==> src/rtl/gf_div_seq.sv <==
// Sequential GF(2^m) divider: q = a * b^(2^m-2) mod p, with one shared
// shift-and-xor multiplier stepped through SQ/MUL/FIN by a small FSM.
module gf_div_seq #(
    parameter int W = 4
) (
    input  logic         clk,
    input  logic         rst_n,
    input  logic         start,
    input  logic [2:0]   m,
    input  logic [W:0]   p,
    input  logic [W-1:0] a,
    input  logic [W-1:0] b,
    output logic         busy,
    output logic         done,
    output logic         err,
    output logic [W-1:0] q
);

    typedef enum logic [2:0] {
        S_IDLE,
        S_SQ,
        S_MUL,
        S_FIN,
        S_DONE
    } state_t;

    state_t       state_q, state_d;
    logic [2:0]   m_q, m_d;
    logic [2:0]   i_q, i_d;
    logic [W:0]   p_q, p_d;
    logic [W-1:0] a_q, a_d;
    logic [W-1:0] sq_q, sq_d;
    logic [W-1:0] acc_q, acc_d;
    logic [W-1:0] q_q, q_d;
    logic         err_q, err_d;

    logic [W-1:0] mul_x, mul_y, mul_r;
    logic [W-1:0] in_mask;
    logic         illegal;

    // Bit idx of v, reading 0 when idx lies beyond the vector.
    function automatic logic bit_at(input logic [W:0] v, input logic [2:0] idx);
        logic r;
        r = 1'b0;
        for (int k = 0; k <= W; k++) begin
            if (k == int'(idx)) r = v[k];
        end
        return r;
    endfunction

    // Carry-less multiply with reduction folded into each shift step.
    function automatic logic [W-1:0] gf_mul(input logic [W-1:0] x, input logic [W-1:0] y,
                                            input logic [2:0] deg, input logic [W:0] poly);
        logic [W:0]   pm;
        logic [W:0]   sh;
        logic [W-1:0] r;
        pm = '0;
        for (int k = 0; k <= W; k++) begin
            if (k <= int'(deg)) pm[k] = poly[k];
        end
        sh = {1'b0, x};
        r  = '0;
        for (int k = 0; k < W; k++) begin
            if (y[k]) r = r ^ sh[W-1:0];
            sh = sh << 1;
            if (bit_at(sh, deg)) sh = sh ^ pm;
        end
        return r;
    endfunction

    always_comb begin
        in_mask = '0;
        for (int k = 0; k < W; k++) begin
            in_mask[k] = (k < int'(m));
        end
        illegal = (m < 3'd2) || (int'(m) > W) || !bit_at(p, m) || ((b & in_mask) == '0);
    end

    // Operand routing for the single shared multiplier.
    always_comb begin
        mul_x = acc_q;
        mul_y = sq_q;
        case (state_q)
            S_SQ:    mul_x = sq_q;
            S_FIN:   mul_y = a_q;
            default: ;
        endcase
        mul_r = gf_mul(mul_x, mul_y, m_q, p_q);
    end

    // NOTE: every signal gets a default before the case so no path can infer a latch.
    always_comb begin
        state_d = state_q;
        m_d     = m_q;
        i_d     = i_q;
        p_d     = p_q;
        a_d     = a_q;
        sq_d    = sq_q;
        acc_d   = acc_q;
        q_d     = q_q;
        err_d   = err_q;
        case (state_q)
            S_IDLE: begin
                if (start) begin
                    m_d     = m;
                    p_d     = p;
                    a_d     = a & in_mask;
                    sq_d    = b & in_mask;
                    acc_d   = W'(1);
                    i_d     = 3'd1;
                    q_d     = '0;
                    err_d   = illegal;
                    state_d = illegal ? S_DONE : S_SQ;
                end
            end
            S_SQ: begin
                sq_d    = mul_r;
                state_d = S_MUL;
            end
            S_MUL: begin
                acc_d   = mul_r;
                i_d     = i_q + 3'd1;
                state_d = (i_q == m_q - 3'd1) ? S_FIN : S_SQ;
            end
            S_FIN: begin
                q_d     = mul_r;
                state_d = S_DONE;
            end
            S_DONE:  state_d = S_IDLE;
            default: state_d = S_IDLE;
        endcase
    end

    // NOTE: reset is synchronous and clears every register, so an aborted
    // operation leaves nothing behind that could later surface as a result.
    always_ff @(posedge clk) begin
        if (!rst_n) begin
            state_q <= S_IDLE;
            m_q     <= '0;
            i_q     <= '0;
            p_q     <= '0;
            a_q     <= '0;
            sq_q    <= '0;
            acc_q   <= '0;
            q_q     <= '0;
            err_q   <= 1'b0;
        end else begin
            state_q <= state_d;
            m_q     <= m_d;
            i_q     <= i_d;
            p_q     <= p_d;
            a_q     <= a_d;
            sq_q    <= sq_d;
            acc_q   <= acc_d;
            q_q     <= q_d;
            err_q   <= err_d;
        end
    end

    assign busy = (state_q == S_SQ) || (state_q == S_MUL) || (state_q == S_FIN);
    assign done = (state_q == S_DONE);
    assign err  = err_q;
    assign q    = q_q;

endmodule

==> config.mk <==
export PLATFORM = sky130hd
export DESIGN_NAME = gf_div_seq
export DESIGN_NICKNAME = d
export VERILOG_FILES = /design/src/rtl/gf_div_seq.sv
export SDC_FILE = /design/constraint.sdc
export NUM_CORES = 1
export LEC_CHECK = 0
export CAP_MARGIN = 25
export CORE_MARGIN = 3
export CORE_UTILIZATION = 45
export CTS_CLUSTER_DIAMETER = 40
export DETAILED_ROUTE_END_ITERATION = 6
export PLACE_DENSITY = 0.65
export SETUP_SLACK_MARGIN = 0.1
export SLEW_MARGIN = 20
export SYNTH_ARGS = -nofsm -noshare
export SYNTH_HDL_FRONTEND = slang
export SYNTH_SLANG_ARGS = --single-unit
export TNS_END_PERCENT = 30
==> constraint.sdc <==
create_clock -name clk -period 3.8 [get_ports clk]
set_input_delay 0.57 -clock clk [delete_from_list [all_inputs] [get_ports clk]]
set_output_delay 0.57 -clock clk [all_outputs]
set_load 0.02 [all_outputs]
# Word level (Yosys, flattened, before mapping)
# Index checks and enable logic that the tools add are counted.
totals:
  regBits: 31
op_classes:
  n_reduce_logical: 16
  magnitude_cmp: 9
  add_sub_neg: 2
  n_eq_ne: 14
  bitwise_logic: 8
  muxes: 41
op_table:
  columns: ["op", "n"]
  rows:
  - ["two-way mux 4 bit", 12]
  - ["case mux 4 bit (2 select lines)", 3]
  - ["bitwise XOR 4 bit", 6]
  - ["two-way mux 1 bit", 20]
  - ["== test 3 bit, first input constant", 6]
  - ["case mux 3 bit (4 select lines)", 1]
  - ["two-way mux 3 bit", 3]
  - ["AND 4 bit", 2]
  - ["AND reduction 2 bit", 4]
  - ["== test 2 x 3 -> 1 bit, first input constant", 2]
  - ["== test 3 x 2 -> 1 bit, second input constant", 2]
  - ["less-or-equal comparator 2 x 3 -> 1 bit, first input constant", 2]
  - ["logical NOT 3 bit", 2]
  - ["< comparator 1 x 3 -> 1 bit, first input constant", 2]
  - ["< comparator 2 x 3 -> 1 bit, first input constant", 2]
  - ["case mux 3 bit (2 select lines)", 1]
  - ["nonzero test 2 bit", 3]
  - ["logical OR 1 bit", 5]
  - ["logical NOT 4 bit", 1]
  - ["adder 3 x 1 -> 3 bit, second input constant", 1]
  - ["== test 3 x 1 -> 1 bit, second input constant", 1]
  - ["== test 3 bit", 1]
  - ["== test 3 bit, second input constant", 1]
  - ["> comparator 3 bit, second input constant", 1]
  - ["6 further kinds", 6]

# Logic depth before layout (Yosys ltp)
# Gate-level depths: netlist (run 1).
depth:
  depth_word: 20
  ltp_mapped: 14
  ltp_nobuf: 13

# Least setup slack after synthesis (run 1)
# Ideal clock, no wire load.
synth_timing:
  path_type: "register to register"
  startpoint: "reg m_q[1]"
  endpoint: "reg sq_q[1]"
  setup_ns: 0.125
  path_stages_with_launch: 14
  required_ns: 3.675
  synth_period_minus_slack_ns: 3.361
  t_arrival_ns: 3.236
  slack_ns: 0.439
  cell_sequence: "dfxtp_1 > inv_1 > ha_1 > mux2_2 > a2111oi_2 > nor4_4 > a31oi_4 > a21oi_1 > o2111a_1 > or2_1 > o32a_1 > a31oi_1 > xor2_1 > a211oi_1"
synth_between:
  elab_chain_cells: 19
synth_rtl:
  columns: ["element", "line", "source"]
  rows:
  - ["from (decl)", "28", "logic [2:0] m_q, m_d;"]
  - ["from (signal assigned)", "149", "m_q <= m_d;"]
  - ["== test 2 x 3 -> 1 bit", null, null]
  - ["two-way mux 1 bit (4 in a row)", "46", "if (k == int'(idx)) r = v[k];"]
  - ["two-way mux 4 bit", "66", "if (bit_at(sh, deg)) sh = sh ^ pm;"]
  - ["two-way mux 1 bit (4 in a row)", "46", null]
  - ["two-way mux 4 bit", "66", null]
  - ["two-way mux 1 bit (4 in a row)", "46", null]
  - ["two-way mux 4 bit", "66", null]
  - ["bitwise XOR 4 bit", "64", "if (y[k]) r = r ^ sh[W-1:0];"]
  - ["two-way mux 4 bit *", "64", null]
  - ["case mux 4 bit (2 select lines) *", "102", "case (state_q)"]
  - ["to (signal assigned)", "153", "sq_q <= sq_d;"]
  - ["to (decl)", "32", "logic [W-1:0] sq_q, sq_d;"]
# Mark *: on every way between the ends. The rest lies on a longest branch, timed or not.
# A chain may end at the register's enable or synchronous reset.

# Worst setup path in the final report (run 1)
layout_timing:
  startpoint: "reg state_q[2]"
  endpoint: "reg sq_q[1]"
layout_between:
  elab_chain_cells: 20
layout_rtl:
  columns: ["element", "line", "source"]
  rows:
  - ["from (decl)", "27", "state_t state_q, state_d;"]
  - ["from (signal assigned)", "148", "state_q <= state_d;"]
  - ["== test 3 x 1 -> 1 bit", "83, 102", null]
  - ["two-way mux 4 bit", "83", "case (state_q)"]
  - ["two-way mux 1 bit (4 in a row)", "46", null]
  - ["two-way mux 4 bit", "66", null]
  - ["two-way mux 1 bit (4 in a row)", "46", null]
  - ["two-way mux 4 bit", "66", null]
  - ["two-way mux 1 bit (4 in a row)", "46", null]
  - ["two-way mux 4 bit", "66", null]
  - ["bitwise XOR 4 bit", "64", null]
  - ["two-way mux 4 bit", "64", null]
  - ["case mux 4 bit (2 select lines)", "102", null]
# Parallel ways exist; a longest one is shown, timed or not.

==> results of run 1 <==
[metrics by stage]
stage | util | worst slack, ps
global route | 0.580 | 63.5
floorplan | - | 439
detailed placement | 0.544 | 59.2
finish | 0.580 | 257
CTS | 0.564 | 101
global placement | 0.544 | 40.2
[sequential cells by signal (all words and copies together) (netlist names)]
name,cells
a_q,4
acc_q,4
p_q,4
q,4
sq_q,4
i_q,3
m_q,3
state_q,3
err,1
[logic make-up (layout without fill, tap and decap cells)]
family	after synthesis	after routing	synth area share
flip-flops	30	30	0.236
adder cells (fa/ha/maj)	6	6	0.0295
buffers and inverters	20	52	0.0437
multiplexers	10	10	0.0407
XOR/XNOR	22	22	0.0756
AO/OA/AOI/OAI	87	87	0.248
AND/OR/NAND/NOR	153	153	0.327
[cell usage after synthesis, types with 3 or more instances]
cell      instances
mux2i_1           7
mux2_2            3
xnor2_1          15
nand2b_1          5
ha_1              6
a211oi_1          8
a21oi_1          26
xor2_1            7
clkbuf_1          8
nor2_1           25
nand3_1          16
o21ai_1           4
dfxtp_1          30
nand2_1          50
inv_1             4
nor3_1            9
o211ai_1          6
or3_1             4
and2_1            6
a21o_1            3
o21ai_0          12
nand3b_1          5
nand4_1          10
buf_6             4
and3_1            4
a31oi_1           4
[worst max path at each step]
stage,from,end,slack [ps],cells after the start
2_1_floorplan,m_q[1],sq_q[1],440,13
3_3_place_gp,m_q[1],sq_q[1],40,13
3_5_place_dp,m_q[1],sq_q[1],60,13
4_1_cts,m_q[0],sq_q[3],100,13
5_1_grt,m_q[1],sq_q[1],60,14
6_report,state_q[2],sq_q[1],260,13
[power groups by stage]
stage | Combinational (W) | Clock, W | Sequential (W)
floorplan | 0.000126 | 0 | 0.000351
global placement | 0.000180 | 0 | 0.000360
detailed placement | 0.000180 | 0 | 0.000360
CTS | 0.000183 | 0.000270 | 0.000353
global route | 0.000209 | 0.000283 | 0.000357
finish | 0.000190 | 0.000270 | 0.000355
[layer usage]
metal	vias up	share of wire	routed length, um	GRT usage
met2	72	0.46	3290	0.377
met5	-	0	0	0
met3	12	0.042	302	0.0277
li1	1267	-	-	-
met4	0	0.016	115	0.0659
met1	1187	0.49	3510	0.309
[layout make-up]
class / count / area, um2
Sequential cell: 30 / 603
Multi-Input combinational cell: 278 / 1920
Clock buffer: 6 / 82.6
Timing Repair Buffer: 39 / 355
Tap cell: 70 / 87.6
Clock inverter: 2 / 12.5
Fill cell: 496 / 2230
Inverter: 5 / 18.8
[timing repair]
item,in CTS,in global routing
setup endpoints to repair,3,12
resized for setup,1,13
setup buffers,0,3
gates cloned,0,0
pin swaps,0,5
[worst reg2reg max path, delay by kind of cell (launching register included)]
family                    cells  cell delay (ps)
AOI/OAI and AO/OA             5             1070
muxes                         2              580
and+or+nand+nor               3              560
buffers and inverters         2              500
DFF                           1              420
xor gates and xnor gates      1              280
==> impl_results.md, run 1 <==
- Req. time, crit path: 3960 ps
- CTS HTree Levels: 2
- Int Pwr: 0.000558 W
- Switching pwr: 0.000256 W
- Fin crit period: 3540 ps
- Worst r2r src: state_q[2]
- Placed insts: 419
- GRT overflow: 0
- Total Die Area: 0.00660 mm2
- Commonest non-fill, non-tap cell in the layout: nand2_1
- I/O Buffers: 25
- Fin Setup TNS: 0 ps
- Buffer levels on the longest clock path: 2
- Final wirelength: ~7.2 mm
- Hold Worst Slack: 454 ps
- Setup Skew: about 6.4 ps
- Unrepaired setup endpoints after global routing: yes
- Crit. End Element: flop
- Cts hold-fix bufs: 0
- Flop pwr share: 0.435
- Antenna cell count: 0
- Max-cap violations: 0
- Num rows: 26
- Vias in the first global route: 2390
- CP delay by family, top: compound AO/OA/AOI/OAI gates
- Die width: 81.3 um
- Hold crit path type: flop to flop
- Peak VDD IR: 0.000203 V
- Max frequency: 0.282 GHz
- Synthesized flop and latch total: 30
- Final Cycle Share: 0.932
- Status: finished clean
- Async set-reset flop share out of synthesis: 0
- Cell taking the most area after synthesis: dfxtp_1
- Power Dens Cells: 265 mW/mm2
- R2R Setup Slk: 260 ps
- Worst hold stages: 2
- Slew headroom: 0.389
- Max Slew Vio Count: 0
- Total Routing Usage GR: 0.227
- CTS sink count: 30
- Count of different cell masters after synthesis: 66
- Critical-path cell list: nor3b_2, buf_4, mux2_2, nor3_1, mux2i_2, a21oi_2, o21ai_1, a211oi_4, buf_4, nand3b_1, a31oi_1, xor2_1, a211oi_1
- Hold Startpoint: a_q[1]
- Dominant synthesized flop cell: dfxtp_1
- Post-Syn Instances: 328
- Post-Syn Area: 0.00255 mm2
- Initial antenna violation count: 0
- CTS tree: done
- CP max FO: 19
- Crit-path max cell delay: about 430 ps
- Initial drt markers: 175
- Detailed-route DRC error count: 0
- Share of layout cells above drive strength 1: 0.156
- Post-layout power: roughly 0.00081 W
- CP Launch Type: flop
- Critical Path AT: 3700 ps
- Syn_nets: 353
- Non-Filler Instances: 430
- Antenna-violating nets left: 0
- Via density: a little under 6
- Most frequent cells in the layout: 49 x nand2_1, 28 x dfxtp_1, 25 x nor2_1, 25 x a21oi_1, 25 x clkdlybuf4s50_1
- Number of synthesized flops with an enable pin: 0
- Sequential share of the synthesized area: 0.236
- Synth top area share: 0.236
- CTS clk-pin slew, worst paths: 70 ps
- Gpl congestion: approximately 0.93
- Placed instance area: 0.00288 mm2
- Mean area per synthesized cell: around 7.8 um2
- CP max-delay cell: mux2_2
- Worst Path Buf+Inv: 2
- Reg2Reg Depth: 13
- Layout area overhead: 20.7%
- Power share of the combinational group: 0.234
- Reg2reg end: sq_q[1]
- Nets: 384
- Setup violations, final: 0
- Starting density of the core: 0.481
- Dpl hpwl: 5.43 mm
- Leak Pwr: 1.04 nW
- Hold Path Sink: a_q[1]
- Per-cell routed wire length: 16.8 um
- Via count: between 2000 and 3000
- Initial DRT Pass Iterations: 5
- CTS Buf Count: 5
- Root Buffer: clkbuf_8
- CP most frequent cell: buf_4
- WS Path Type: flop to flop
- Worst slew pin tran: 914 ps
- Post-route cell area: 0.00308 mm2
- Clock share of power: 0.331
- Sw Share: 0.314
- Synth top area cells: dfxtp_1 24%, nand2_1 7.4%, xnor2_1 5.2%, a21oi_1 5.1%, nor2_1 3.7%
- # IOs: 26
- Final Hold Viols: 0
- Largest net degree at the start of global routing: 24
- Chip Height: 81.3 um
- CORE AREA: 0.00530 mm2
- First-pass GRT wire length: 11.6 mm
- Clock latency on the worst-skew pair: approximately 280 ps
- Ys Warns: 0
(Power assumes the default switching activity.)
==> run 2, diff against run 1 <==
--- a/config.mk
+++ b/config.mk
@@ -7,10 +7,10 @@
 export LEC_CHECK = 0
 export CAP_MARGIN = 25
 export CORE_MARGIN = 3
-export CORE_UTILIZATION = 45
+export CORE_UTILIZATION = 58
 export CTS_CLUSTER_DIAMETER = 40
 export DETAILED_ROUTE_END_ITERATION = 6
-export PLACE_DENSITY = 0.65
+export PLACE_DENSITY = 0.8
 export SETUP_SLACK_MARGIN = 0.1
 export SLEW_MARGIN = 20
 export SYNTH_ARGS = -nofsm -noshare
==> run 2 against run 1 <==
Die area is 21% lower. Largest power group unchanged. Flip-flop and latch count stayed put. Clock power is 1% higher. Via count is 2.2% higher. Clock-buffer cell count stayed put. Clock skew hardly changed.
==> impl_results.md, run 2 (synthesized netlist as in run 1, its figures left out) <==
- Grt peak-use layer: met2
- Commonest non-fill, non-tap cell in the layout: nand2_1
- Leak Pwr: 1.03 nW (-1.3%)
- Clock latency on the worst-skew pair: 290 ps (about the same)
- Setup violations, final: 0 (unchanged)
- Met3 Resource Use GR: 0.0457 (+0.0180)
- GR Layer Usage met2: 0.427 (+0.0498)
- R2R Setup Slk: 340 ps (+90 ps)
- Post-layout util: 0.735 (+0.154)
- Largest net degree at the start of global routing: 24 (unchanged)
- Dpl hpwl: 5.21 mm (-4.0%)
- Hold crit path type: flop to flop
- Worst slew pin tran: 855 ps (-59.0 ps)
- CTS Buf Count: 5 (unchanged)
- GRT met1 Usage: 0.411 (+0.102)
- Final Hold Viols: 0 (unchanged)
- Total Die Area: 0.00523 mm2 (-21%)
- Crit. End Element: flop
- Worst r2r src: state_q[0]
- Placed insts: 398 (-5.0%)
- I/O Buffers: 25 (unchanged)
- Num rows: 23 (-12%)
- Storage element area: 603 um2 (unchanged)
- Reg2Reg Depth: 13 (unchanged)
- Share of layout cells above drive strength 1: 0.148 (-0.00751)
- Starting density of the core: 0.619 (+0.139)
- WS Path Type: flop to flop
- Power Dens Cells: 270 mW/mm2 (+2.0%)
- Layout area overhead: 18.6%
- Peak VDD IR: 0.000291 V (+43%)
- CTS sink count: 30 (unchanged)
- Hold Path Sink: a_q[2]
- CTS tree: done
- Final wirelength: 7.03 mm (-2.6%)
- CP Launch Type: flop
- CTS HTree Levels: 2 (unchanged)
- Max Slew Vio Count: 0 (unchanged)
- Detailed-route DRC error count: 0 (unchanged)
- Via count: 2595 (+2.2%)
- Hold Worst Slack: 454 ps (+0.379 ps)
- Total Routing Usage GR: 0.286 (+0.0581)
- Req. time, crit path: 3990 ps (+30 ps)
- Most frequent cells in the layout: 49 x nand2_1, 28 x dfxtp_1, 25 x nor2_1, 25 x a21oi_1, 25 x clkdlybuf4s50_1
- Post-layout power: 0.000816 W (+0.17%)
- Cts hold-fix bufs: 0 (unchanged)
- Buffer levels on the longest clock path: 2 (unchanged)
- CP max FO: 19 (unchanged)
- Fin Setup TNS: 0 ps (unchanged)
- GRT overflow: 0 (unchanged)
- First-pass GRT wire length: 11.8 mm (+1.7%)
- CORE AREA: 0.00412 mm2 (-22%)
- Antenna-violating nets left: 0 (unchanged)
- Per-cell routed wire length: 17.2 um (+2.6%)
- Reg2reg end: sq_q[1]
- Die width: 72.3 um (-11%)
- Max-cap violations: 0 (unchanged)
- Worst hold stages: 2 (unchanged)
- Max frequency: 0.289 GHz (+2.5%)
- Root Buffer: clkbuf_8
- Gpl congestion: 1.01 (+8.4%)
- Setup Skew: 6.04 ps (-0.330 ps)
- Status: finished clean
- Antenna cell count: 0 (unchanged)
- Final Cycle Share: 0.909 (-0.0230)
- Nets: 382 (-0.52%)
- Fin crit period: 3460 ps (-87.4 ps)
- Via density: 6.36 (+7.8%)
- Filler Cell Count: 332 (-33%)
- Hold Startpoint: a_q[2]
- Initial DRT Pass Iterations: 5 (unchanged)
- CTS clk-pin slew, worst paths: 70 ps (about the same)
- Chip Height: 72.3 um (-11%)
- Unrepaired setup endpoints after global routing: no
- Footprint of the multi-input gates: 0.00190 mm2 (-0.91%)
- Critical Path AT: 3650 ps (-50 ps)
- Slew headroom: 0.428 (+0.0394)
- Initial antenna violation count: 0 (unchanged)
- # IOs: 26 (unchanged)
- Non-Filler Instances: 408 (-5.1%)
- Initial drt markers: 275 (+57%)
- Vias in the first global route: 2448 (+2.4%)
## run 2: changes by cell type in the layout (fill, tap and decap cells not counted), sizes merged
| cell | change |
|---|---|
| buf | -2 |
## run 2: power by group
part | internal, W | total [W] | switching (W)
clock | 0.000145 | 0.000274 | 0.000129
combinational | 0.0000812 | 0.000186 | 0.000105
sequential | 0.000330 | 0.000356 | 0.0000252
## run 2: cell type report
| type | instances | area share |
|---|---|---|
| Clock buffer | 6 | 0.0273 |
| Clock inverter | 2 | 0.00414 |
| Inverter | 5 | 0.00621 |
| Multi-Input combinational cell | 278 | 0.628 |
| Sequential cell | 30 | 0.200 |
| Tap cell | 50 | 0.0207 |
| Timing Repair Buffer | 37 | 0.114 |
## run 2: how the worst max path moves through the flow
stage	slack [ps]	cells past startpoint	startpoint	to
detailed placement	140	13	m_q[1]	sq_q[1]
floorplan	440	13	m_q[1]	sq_q[1]
global placement	270	13	m_q[1]	sq_q[3]
global route	100	13	m_q[0]	sq_q[1]
finish	340	13	state_q[0]	sq_q[1]
CTS	130	13	m_q[0]	sq_q[3]
## run 2: what timing repair did
action / CTS / global route
setup buffers: 0 / 2
endpoints found under the setup margin: 0 / 12
resized for setup: 0 / 13
## run 2: critical path, cell delays in order (launching register included)
cell and delay [ps]:
dfxtp_1 480, nor3b_2 240, buf_6 240, mux2_2 410, nor3_1 260, mux2i_2 140, a21oi_2 230, o21ai_2 110
a211oi_4 360, buf_4 200, nand3b_1 100, a31oi_1 210, xor2_1 120, a211oi_1 260
## run 2: layer usage
layer  wire length (um)  vias to the layer above
met5                  0                        -
met4                240                        0
met3                547                       19
met2               3020                      117
met1               3220                     1200
li1                   -                     1259
## run 2: stage by stage
stage	setup slack (ps)	instance area (um2)
detailed placement	142	2850
global route	96.7	3020
finish	344	3020
floorplan	439	2550
CTS	134	2950
global placement	269	2850
==> run 3, diff against run 2 <==
--- a/config.mk
+++ b/config.mk
@@ -7,10 +7,11 @@
 export LEC_CHECK = 0
 export CAP_MARGIN = 25
 export CORE_MARGIN = 3
-export CORE_UTILIZATION = 58
+export CORE_UTILIZATION = 60
 export CTS_CLUSTER_DIAMETER = 40
 export DETAILED_ROUTE_END_ITERATION = 6
-export PLACE_DENSITY = 0.8
+export PLACE_DENSITY = 0.83
+export RECOVER_POWER = 50
 export SETUP_SLACK_MARGIN = 0.1
 export SLEW_MARGIN = 20
 export SYNTH_ARGS = -nofsm -noshare
==> constraint.sdc (replaced) <==
create_clock -name clk -period 4.31 [get_ports clk]
set_input_delay 0.6465 -clock clk [delete_from_list [all_inputs] [get_ports clk]]
set_output_delay 0.6465 -clock clk [all_outputs]
set_load 0.02 [all_outputs]
==> run 3 against run 2 <==
Cell area fell by 4.3%. Clock power is 16% lower. Utilization shrank 2.2 points. Setup slack improved by 130 ps. Critical path type unchanged. Sequential share of layout area rose by 0.81 points. Total power is 14% lower. Die area down 3.1%. Final cell count is 2.0% lower. Global-route usage shrank 0.58 points. Non-clock buffer count is 8 lower.
==> impl_results.md, run 3 (synthesized netlist as in run 1, its figures left out) <==
- Via count: 2601 (+0.23%)
- Antenna-violating nets left: 0 (unchanged)
- Die width: 71.2 um (-1.5%)
- Crit. End Element: flop
- Status: finished clean
- Nets: 374 (-2.1%)
- Clock latency on the worst-skew pair: 280 ps (about the same)
- Worst Path Buf+Inv: 1 (-1)
- # IOs: 26 (unchanged)
- CP max FO: 9 (-10)
- Max Slew Vio Count: 0 (unchanged)
- CTS HTree Levels: 2 (unchanged)
- Hold Worst Slack: 459 ps (+4.43 ps)
- Setup violations, final: 0 (unchanged)
- Starting density of the core: 0.628 (+0.00878)
- Max frequency: 0.261 GHz (-9.8%)
- Vias in the first global route: 2381 (-2.7%)
- CTS sink count: 30 (unchanged)
- Crit-path max cell delay: 510 ps (+30 ps)
- Final wirelength: 6.95 mm (-1.1%)
- Fin crit period: 3830 ps (+375 ps)
- Initial DRT Pass Iterations: 5 (unchanged)
- Max-cap violations: 0 (unchanged)
- Antenna cell count: 0 (unchanged)
- Per-cell routed wire length: 17.4 um (+0.85%)
- I/O Buffers: 25 (unchanged)
- Detailed-route DRC error count: 0 (unchanged)
- CP Launch Type: flop
- Hold crit path type: flop to flop
- Leak Pwr: 0.993 nW (-3.4%)
- CORE AREA: 0.00406 mm2 (-1.4%)
- CTS Buf Count: 5 (unchanged)
- Worst r2r src: m_q[1]
- Final Hold Viols: 0 (unchanged)
- CP max-delay cell: a2111oi_2
- Largest net degree at the start of global routing: 24 (unchanged)
- Chip Height: 71.2 um (-1.5%)
- Root Buffer: clkbuf_8
- Dpl hpwl: 5.36 mm (+2.9%)
- CTS tree: done
- Placed instance area: 0.00281 mm2 (-1.6%)
- Critical-path cell list: inv_1, ha_1, mux2_2, a2111oi_2, nor4_4, a31oi_4, a21oi_1, o2111a_1, or2_1, o32a_1, a31oi_1, xor2_1, a211oi_1
- Sw Share: 0.308 (-0.00978)
- Via density: 6.50 (+2.2%)
- Cts hold-fix bufs: 0 (unchanged)
- Power share of the combinational group: 0.222 (-0.006)
- Power Dens Cells: 242 mW/mm2 (-10%)
- Setup Skew: 7.04 ps (+0.995 ps)
- Buffer levels on the longest clock path: 2 (unchanged)
- GRT overflow: 0 (unchanged)
- Initial antenna violation count: 0 (unchanged)
- # resized after CTS: 0 (unchanged)
- Final Cycle Share: 0.889 (-0.0205)
- R2R Setup Slk: 480 ps (+130 ps)
- Total Die Area: 0.00507 mm2 (-3.1%)
- Gpl congestion: 0.987 (-2.0%)
- Total Routing Usage GR: 0.280 (-0.00578)
- Hold Startpoint: a_q[2]
- Initial drt markers: 302 (+9.8%)
- Int Pwr: 0.000485 W (-13%)
- Req. time, crit path: 4470 ps (+480 ps)
- Commonest non-fill, non-tap cell in the layout: nand2_1
- Worst slew pin tran: 887 ps (+32.0 ps)
- Most frequent cells in the layout: 50 x nand2_1, 30 x dfxtp_1, 26 x a21oi_1, 25 x nor2_1, 19 x clkdlybuf4s50_1
- Num rows: 23 (unchanged)
- Share of layout cells above drive strength 1: 0.0971 (-0.0509)
- Layout area overhead: 13.5%
- Unrepaired setup endpoints after global routing: no
- Post-route cell area: 0.00289 mm2 (-4.3%)
- Critical path launch point: m_q[1]
- First-pass GRT wire length: 11.4 mm (-3.6%)
- Switching pwr: 0.000216 W (-17%)
- Clock share of power: 0.330 (-0.006)
- Slew headroom: 0.407 (-0.0214)
- Flop pwr share: 0.448 (+0.012)
- Peak VDD IR: 0.000264 V (-9.3%)
- Fin Setup TNS: 0 ps (unchanged)
- Postcts setup bufs: 0 (unchanged)
- Critical Path AT: 3990 ps (+340 ps)
- CP delay by family, top: compound AO/OA/AOI/OAI gates
- WS Path Type: flop to flop
- CTS clk-pin slew, worst paths: 60 ps (about the same)
[run 3: cell type report]
cell class	instances	area (um2)
clock buffer	7	86.3
inverter	5	18.8
clock inverter	1	5.00
multi-input combinational	278	1840
sequential	30	601
fill	336	1160
tap	50	62.6
timing repair buffer	29	277
[run 3: worst paths after layout]
kind              to  cells past startpoint
max          sq_q[1]                     13
min           a_q[2]                      2
max reg2reg  sq_q[1]                     13
min reg2reg   a_q[2]                      2
[run 3: layer usage]
metal,global-route usage,share of wire,vias up
li1,-,-,1248
met2,0.439,0.46,137
met5,0,0,-
met3,0.0511,0.078,20
met4,0.115,0.027,0
met1,0.377,0.43,1196
[run 3: per-stage QoR]
stage                     worst slack (ps)  cells   util  power (W)
after detailed placement               531    392  0.691   0.000473
after floorplan                        949    328      -   0.000421
after global routing                   262    400  0.713   0.000726
after CTS                              505    400  0.714   0.000696
final                                  479    400  0.713   0.000700
after global placement                 532    392  0.691   0.000470
[run 3: power groups by stage]
| stage | combinational (W) | sequential, W | clock (W) |
|---|---|---|---|
| 2_1_floorplan | 0.000111 | 0.000310 | 0 |
| 3_3_place_gp | 0.000152 | 0.000318 | 0 |
| 3_5_place_dp | 0.000154 | 0.000319 | 0 |
| 4_1_cts | 0.000155 | 0.000313 | 0.000229 |
| 5_1_grt | 0.000170 | 0.000315 | 0.000241 |
| 6_report | 0.000155 | 0.000314 | 0.000231 |
[run 3: worst register-to-register path, delay by kind of cell (launching register included)]
kind	cells	cell delay, ps
buf+inv	1	130
xor+xnor	1	280
compound gates	7	1830
simple gates	2	390
flops	1	490
mux	1	340
fa+ha+maj	1	240
